===== config.mk =====
export PLATFORM = sky130hd
export DESIGN_NAME = split2_flat
export DESIGN_NICKNAME = d
export VERILOG_FILES = /design/src/rtl/split2_if.sv /design/src/rtl/split2.sv /design/src/flat_wrapper.sv
export SDC_FILE = /design/constraint.sdc
export NUM_CORES = 1
export LEC_CHECK = 0
export ABC_AREA = 1
export CORE_AREA = 10 10 132 134
export CTS_CLUSTER_SIZE = 24
export DETAILED_ROUTE_END_ITERATION = 8
export DIE_AREA = 0 0 142 144
export GPL_ROUTABILITY_DRIVEN = 0
export HOLD_SLACK_MARGIN = 0.06
export PLACE_DENSITY = 0.77
export RECOVER_POWER = 50
export SKIP_LAST_GASP = 1
export SYNTH_ARGS = -nofsm -noshare
export SYNTH_HDL_FRONTEND = slang
export SYNTH_SLANG_ARGS = --single-unit

===== constraint.sdc =====
create_clock -name clk -period 4.6 [get_ports clk]
set_input_delay 1.38 -clock clk [delete_from_list [all_inputs] [get_ports clk]]
set_output_delay 1.38 -clock clk [all_outputs]
set_load 0.01 [all_outputs]

===== src/rtl/split2_if.sv =====
// rtl/split2_if.sv - paired-payload input stream and split A/B output streams
interface split2_if #(
    parameter int ADW = 24,
    parameter int BDW = 18
);
    logic [ADW-1:0] s_axis_atdata;
    logic [BDW-1:0] s_axis_btdata;
    logic           s_axis_tvalid;
    logic           s_axis_tready;

    logic [ADW-1:0] m_axis_atdata;
    logic           m_axis_atvalid;
    logic           m_axis_atready;

    logic [BDW-1:0] m_axis_btdata;
    logic           m_axis_btvalid;
    logic           m_axis_btready;

    // Producer of input beats and consumer of both output streams
    modport master (
        output s_axis_atdata, s_axis_btdata, s_axis_tvalid,
        input  s_axis_tready,
        input  m_axis_atdata, m_axis_atvalid,
        output m_axis_atready,
        input  m_axis_btdata, m_axis_btvalid,
        output m_axis_btready
    );

    // The fork itself
    modport slave (
        input  s_axis_atdata, s_axis_btdata, s_axis_tvalid,
        output s_axis_tready,
        output m_axis_atdata, m_axis_atvalid,
        input  m_axis_atready,
        output m_axis_btdata, m_axis_btvalid,
        input  m_axis_btready
    );
endinterface


===== src/rtl/split2.sv =====
// rtl/split2.sv - stream fork of paired A/B beats into two FIFO-decoupled outputs; optional SPLIT2_STALL_CNT_EN stall counter
module split2 #(
    parameter int ADW   = 24,
    parameter int BDW   = 18,
    parameter int DEPTH = 4
) (
    input  logic        clk,
    input  logic        rst,
`ifdef SPLIT2_STALL_CNT_EN
    output logic [31:0] stall_count,
`endif
    split2_if.slave     bus
);

    localparam int AW = $clog2(DEPTH);
    localparam int CW = AW + 1;
    localparam logic [CW-1:0] FULL_CNT = CW'(DEPTH);

    logic [ADW-1:0] mem_a_q [DEPTH];
    logic [BDW-1:0] mem_b_q [DEPTH];

    logic [AW-1:0] wr_ptr_a_q, wr_ptr_a_d;
    logic [AW-1:0] rd_ptr_a_q, rd_ptr_a_d;
    logic [CW-1:0] count_a_q,  count_a_d;
    logic [AW-1:0] wr_ptr_b_q, wr_ptr_b_d;
    logic [AW-1:0] rd_ptr_b_q, rd_ptr_b_d;
    logic [CW-1:0] count_b_q,  count_b_d;

    logic full_a, full_b, empty_a, empty_b;
    logic push, pop_a, pop_b;

    // Handshake decode; tready looks only at registered occupancy so a
    // pop in the same cycle never opens the input
    always_comb begin
        full_a  = (count_a_q == FULL_CNT);
        full_b  = (count_b_q == FULL_CNT);
        empty_a = (count_a_q == '0);
        empty_b = (count_b_q == '0);

        bus.s_axis_tready  = rst && !full_a && !full_b;
        bus.m_axis_atvalid = !empty_a;
        bus.m_axis_btvalid = !empty_b;
        bus.m_axis_atdata  = mem_a_q[rd_ptr_a_q];
        bus.m_axis_btdata  = mem_b_q[rd_ptr_b_q];

        push  = bus.s_axis_tvalid && bus.s_axis_tready;
        pop_a = bus.m_axis_atvalid && bus.m_axis_atready;
        pop_b = bus.m_axis_btvalid && bus.m_axis_btready;
    end

    // Next pointer and occupancy values for both FIFOs
    always_comb begin
        wr_ptr_a_d = wr_ptr_a_q;
        rd_ptr_a_d = rd_ptr_a_q;
        count_a_d  = count_a_q;
        wr_ptr_b_d = wr_ptr_b_q;
        rd_ptr_b_d = rd_ptr_b_q;
        count_b_d  = count_b_q;

        if (push) begin
            wr_ptr_a_d = wr_ptr_a_q + AW'(1);
            wr_ptr_b_d = wr_ptr_b_q + AW'(1);
        end
        if (pop_a) rd_ptr_a_d = rd_ptr_a_q + AW'(1);
        if (pop_b) rd_ptr_b_d = rd_ptr_b_q + AW'(1);

        if (push && !pop_a)      count_a_d = count_a_q + CW'(1);
        else if (!push && pop_a) count_a_d = count_a_q - CW'(1);
        if (push && !pop_b)      count_b_d = count_b_q + CW'(1);
        else if (!push && pop_b) count_b_d = count_b_q - CW'(1);
    end

    // Pointer and occupancy registers
    always_ff @(posedge clk) begin
        if (!rst) begin
            wr_ptr_a_q <= '0;
            rd_ptr_a_q <= '0;
            count_a_q  <= '0;
            wr_ptr_b_q <= '0;
            rd_ptr_b_q <= '0;
            count_b_q  <= '0;
        end else begin
            wr_ptr_a_q <= wr_ptr_a_d;
            rd_ptr_a_q <= rd_ptr_a_d;
            count_a_q  <= count_a_d;
            wr_ptr_b_q <= wr_ptr_b_d;
            rd_ptr_b_q <= rd_ptr_b_d;
            count_b_q  <= count_b_d;
        end
    end

    // Storage: both fields of a beat land in the same cycle; cleared on reset
    // so the outputs read zero until the first post-reset beat
    always_ff @(posedge clk) begin
        if (!rst) begin
            for (int i = 0; i < DEPTH; i++) begin
                mem_a_q[i] <= '0;
                mem_b_q[i] <= '0;
            end
        end else if (push) begin
            mem_a_q[wr_ptr_a_q] <= bus.s_axis_atdata;
            mem_b_q[wr_ptr_b_q] <= bus.s_axis_btdata;
        end
    end

`ifdef SPLIT2_STALL_CNT_EN
    logic [31:0] stall_q, stall_d;

    // Saturating count of cycles where a beat is offered but refused
    always_comb begin
        stall_d = stall_q;
        if (bus.s_axis_tvalid && !bus.s_axis_tready && rst && (stall_q != 32'hFFFF_FFFF))
            stall_d = stall_q + 32'd1;
    end

    // Stall counter register
    always_ff @(posedge clk) begin
        if (!rst) stall_q <= '0;
        else      stall_q <= stall_d;
    end

    assign stall_count = stall_q;
`endif

endmodule


===== src/flat_wrapper.sv =====
// flat-port wrapper written by rule: the top's interface ports become plain ports
module split2_flat 
#(
    parameter int ADW   = 24,
    parameter int BDW   = 18,
    parameter int DEPTH = 4
)
  (clk, rst, bus_s_axis_atdata, bus_s_axis_btdata, bus_s_axis_tvalid, bus_s_axis_tready, bus_m_axis_atdata, bus_m_axis_atvalid, bus_m_axis_atready, bus_m_axis_btdata, bus_m_axis_btvalid, bus_m_axis_btready);
  split2_if #(.ADW(ADW), .BDW(BDW)) bus_i ();
  input  logic clk;
  input  logic rst;
  input wire logic [$bits(bus_i.s_axis_atdata)-1:0] bus_s_axis_atdata;
  input wire logic [$bits(bus_i.s_axis_btdata)-1:0] bus_s_axis_btdata;
  input wire logic [$bits(bus_i.s_axis_tvalid)-1:0] bus_s_axis_tvalid;
  output wire logic [$bits(bus_i.s_axis_tready)-1:0] bus_s_axis_tready;
  output wire logic [$bits(bus_i.m_axis_atdata)-1:0] bus_m_axis_atdata;
  output wire logic [$bits(bus_i.m_axis_atvalid)-1:0] bus_m_axis_atvalid;
  input wire logic [$bits(bus_i.m_axis_atready)-1:0] bus_m_axis_atready;
  output wire logic [$bits(bus_i.m_axis_btdata)-1:0] bus_m_axis_btdata;
  output wire logic [$bits(bus_i.m_axis_btvalid)-1:0] bus_m_axis_btvalid;
  input wire logic [$bits(bus_i.m_axis_btready)-1:0] bus_m_axis_btready;
  assign bus_i.s_axis_atdata = bus_s_axis_atdata;
  assign bus_i.s_axis_btdata = bus_s_axis_btdata;
  assign bus_i.s_axis_tvalid = bus_s_axis_tvalid;
  assign bus_s_axis_tready = bus_i.s_axis_tready;
  assign bus_m_axis_atdata = bus_i.m_axis_atdata;
  assign bus_m_axis_atvalid = bus_i.m_axis_atvalid;
  assign bus_i.m_axis_atready = bus_m_axis_atready;
  assign bus_m_axis_btdata = bus_i.m_axis_btdata;
  assign bus_m_axis_btvalid = bus_i.m_axis_btvalid;
  assign bus_i.m_axis_btready = bus_m_axis_btready;
  split2 #(.ADW(ADW), .BDW(BDW), .DEPTH(DEPTH)) u_core (.clk(clk), .rst(rst), .bus(bus_i));
endmodule

==> flow_summary.json <==
{
  "maxSlewViolCount": 25,
  "clk_pin_slew_ns": 0.06,
  "async_flop_share_pct": 0,
  "fillers": 1169,
  "switching_share_pct": 32.02,
  "clk_path_buf_depth": 2,
  "ir_drop_uv": 334.1,
  "cts_resized": 0,
  "powerDensity_nw_per_um2": 541.4,
  "initial_core_util_pct": 53.69,
  "finalInstanceArea_um2": 9629,
  "setup_viol": 0,
  "critPathKind": "primary input to output port",
  "seq_area_frac_synth_pct": 67.73,
  "firstDrtPassIters": 5,
  "drtIter0Drc": 466,
  "synthesis.nets": 825,
  "fin_crit_sh_pct": 90.65,
  "multi_input_area_um2": 2062,
  "post_cts_buffers": 0,
  "dpl_cell_area_um2": 9099,
  "h-tree-depth": 4,
  "arrival_ns": 2.79,
  "clock-sinks": 186,
  "finalWirelength_um": 18070,
  "root_buffer": "clkbuf_16",
  "die_height_um": 144,
  "synth-main-ff-cell": "edfxtp_1",
  "die_w_um": 142,
  "total_leakage_power_nw": 3.765,
  "power_switching_mw": 1.669,
  "grt_max_degree": 49,
  "clkPwrFrac_pct": 26.7,
  "numPortBuffers": 91,
  "yosysMostFrequentCell": "nor2_1",
  "avgSynthCellArea_um2": 10.31,
  "slowest_delay_ns": 0.58,
  "grt_pass1_wl_um": 28880,
  "grt_pass1_vias": 5842,
  "nets": 912,
  "pwr-share-comb_pct": 31.1,
  "fin_skew_ns": 0.007765,
  "setup-tns-final_ns": 0,
  "seqPwrFrac_pct": 42.2,
  "hold_violations": 0,
  "clock_latency_ns": 0.43,
  "synth_commonest_cells": "238 x nor2_1, 168 x edfxtp_1, 95 x o21ai_0",
  "hold_class": "register to register",
  "drc": 0,
  "rsz0062_at_grt": "false",
  "yosys_warnings": 0,
  "vias_per_cell": 5.437,
  "num_vias": 5785,
  "synth_cells": 774,
  "drtAntennaViolNets": 0,
  "cp.required_ns": 3.22,
  "failed_checks": "max-capacitance violations, max-slew violations",
  "die_area_um2": 20450,
  "synth_edf_count": 168,
  "dp_hpwl_um": 11050,
  "crit_path_start_kind": "primary input",
  "synth_seq_cells": 186,
  "worst_slew_pin_slew_ns": 1.599,
  "grt_overflow": 0,
  "synth_top_area_share_pct": 63.22,
  "hold_buffers": 0,
  "regArea_um2": 5405,
  "track_usage_pct": 18.03,
  "synth_area_leaders": "edfxtp_1 63%, nor2_1 11%, o21ai_0 6.0%, dfxtp_1 4.5%, inv_1 3.7%",
  "cpMaxStageDelayCell": "clkdlybuf4s50_1",
  "drv_cap": 1,
  "outcome": "finished with violations",
  "wire_per_inst_um": 16.99,
  "path_max_fanout": 2,
  "core_area_um2": 14860,
  "placementRows": 45,
  "antenna_found_initial": 2,
  "synth_cell_type_count": 23,
  "syn_area_um2": 7980,
  "yosysTopAreaCell": "edfxtp_1",
  "cts_buffers": 17,
  "fmax_mhz": 239.8,
  "syn2layout_area_growth_pct": 20.66,
  "min_period_ns": 4.170,
  "slew-limit-headroom_pct": -6.623,
  "drive_gt1_share_pct": 5.835,
  "critPathCaptureType": "output port",
  "io_pins": 92,
  "p_int_mw": 3.544,
  "cts_tree": "done",
  "worstPathCellList": "dlygate4sd3_1 > nand2_1 > nor2_1 > clkdlybuf4s50_1"
}
## worst max-delay path: cells and delay by family
kind          cells  cell delay [ns]
buf+inv           2             1.13
simple gates      2             0.28
## final cells by class
type,instances,area share [%]
well taps,188,2.443
flip-flops and latches,186,56.13
inverters,83,3.235
diodes,2,0.05198
clock buffers,17,4.418
repair buffers,110,10.82
multi-input cells,463,21.41
clock inverters,15,1.481
## worst paths after layout
kind                                          start                                 end  slack [ns]  cells past startpoint
setup / recovery                                rst                   bus_s_axis_tready        0.43                      4
hold / removal    u_core.rd_ptr_b_q[1]$_SDFFE_PN0P_                            register        0.46                      2
setup reg to reg   u_core.count_a_q[0]$_SDFFE_PN0P_  u_core.mem_b_q[0][2]$_SDFFCE_PN0P_        1.63                      7
hold reg to reg   u_core.rd_ptr_b_q[1]$_SDFFE_PN0P_                            register        0.46                      2
## power groups by stage
stage / Combinational [mW] / Sequential (mW) / Clock (mW)
global route: 1.80 / 2.22 / 1.48
detailed placement: 1.65 / 2.23 / 0
floorplan: 0.892 / 2.21 / 0
CTS: 1.66 / 2.20 / 1.40
finish: 1.62 / 2.20 / 1.39
global placement: 1.62 / 2.23 / 0
## routing by layer
layer | track usage, % | part of all wire (%)
met1 | 20.96 | 39
met2 | 30.75 | 52
met3 | 5.018 | 7.1
met4 | 7.477 | 1.8
met5 | 0 | 0
## logic make-up (layout without fill, tap and decap cells)
logic type / Yosys count / after routing / share of synthesized area, %
other: 0 / 2 / 0
adders and majority gates: 4 / 4 / 0.8153
buffers and inverters: 125 / 225 / 6.130
and+or+nand+nor: 307 / 307 / 15.08
DFF: 186 / 186 / 67.73
AOI/OAI and AO/OA: 152 / 152 / 10.24
## cells in the final DEF (no fill, tap or decap), types with 16 or more instances in the layout
cell type	instances
buf_4	16
clkbuf_16	17
clkdlybuf4s50_1	87
dfxtp_1	18
edfxtp_1	168
inv_1	79
nand2_1	54
nor2_1	238
o21ai_0	92
o22ai_1	42
## per-stage QoR
step	std cells	worst slack (ns)	hold WS, ns	power, mW	util [%]
floorplan	774	0.4780	0.4329	3.098	-
global placement	1030	0.4462	0.4499	3.846	61.21
detailed placement	1030	0.4330	0.4518	3.881	61.21
CTS	1062	0.4330	0.4642	5.259	65.03
global route	1064	0.2701	0.4859	5.511	64.78
finish	1064	0.4303	0.4628	5.213	64.78
## state kept, by name (all words and copies together) (netlist names), named ones only
signal	count
u_core.rd_ptr_a_q	2
u_core.wr_ptr_b_q	2
u_core.rd_ptr_b_q	2
u_core.wr_ptr_a_q	2
u_core.count_a_q	3
u_core.mem_a_q	96
u_core.count_b_q	3
u_core.mem_b_q	72
No activity file was read; power rests on OpenSTA's default activity.
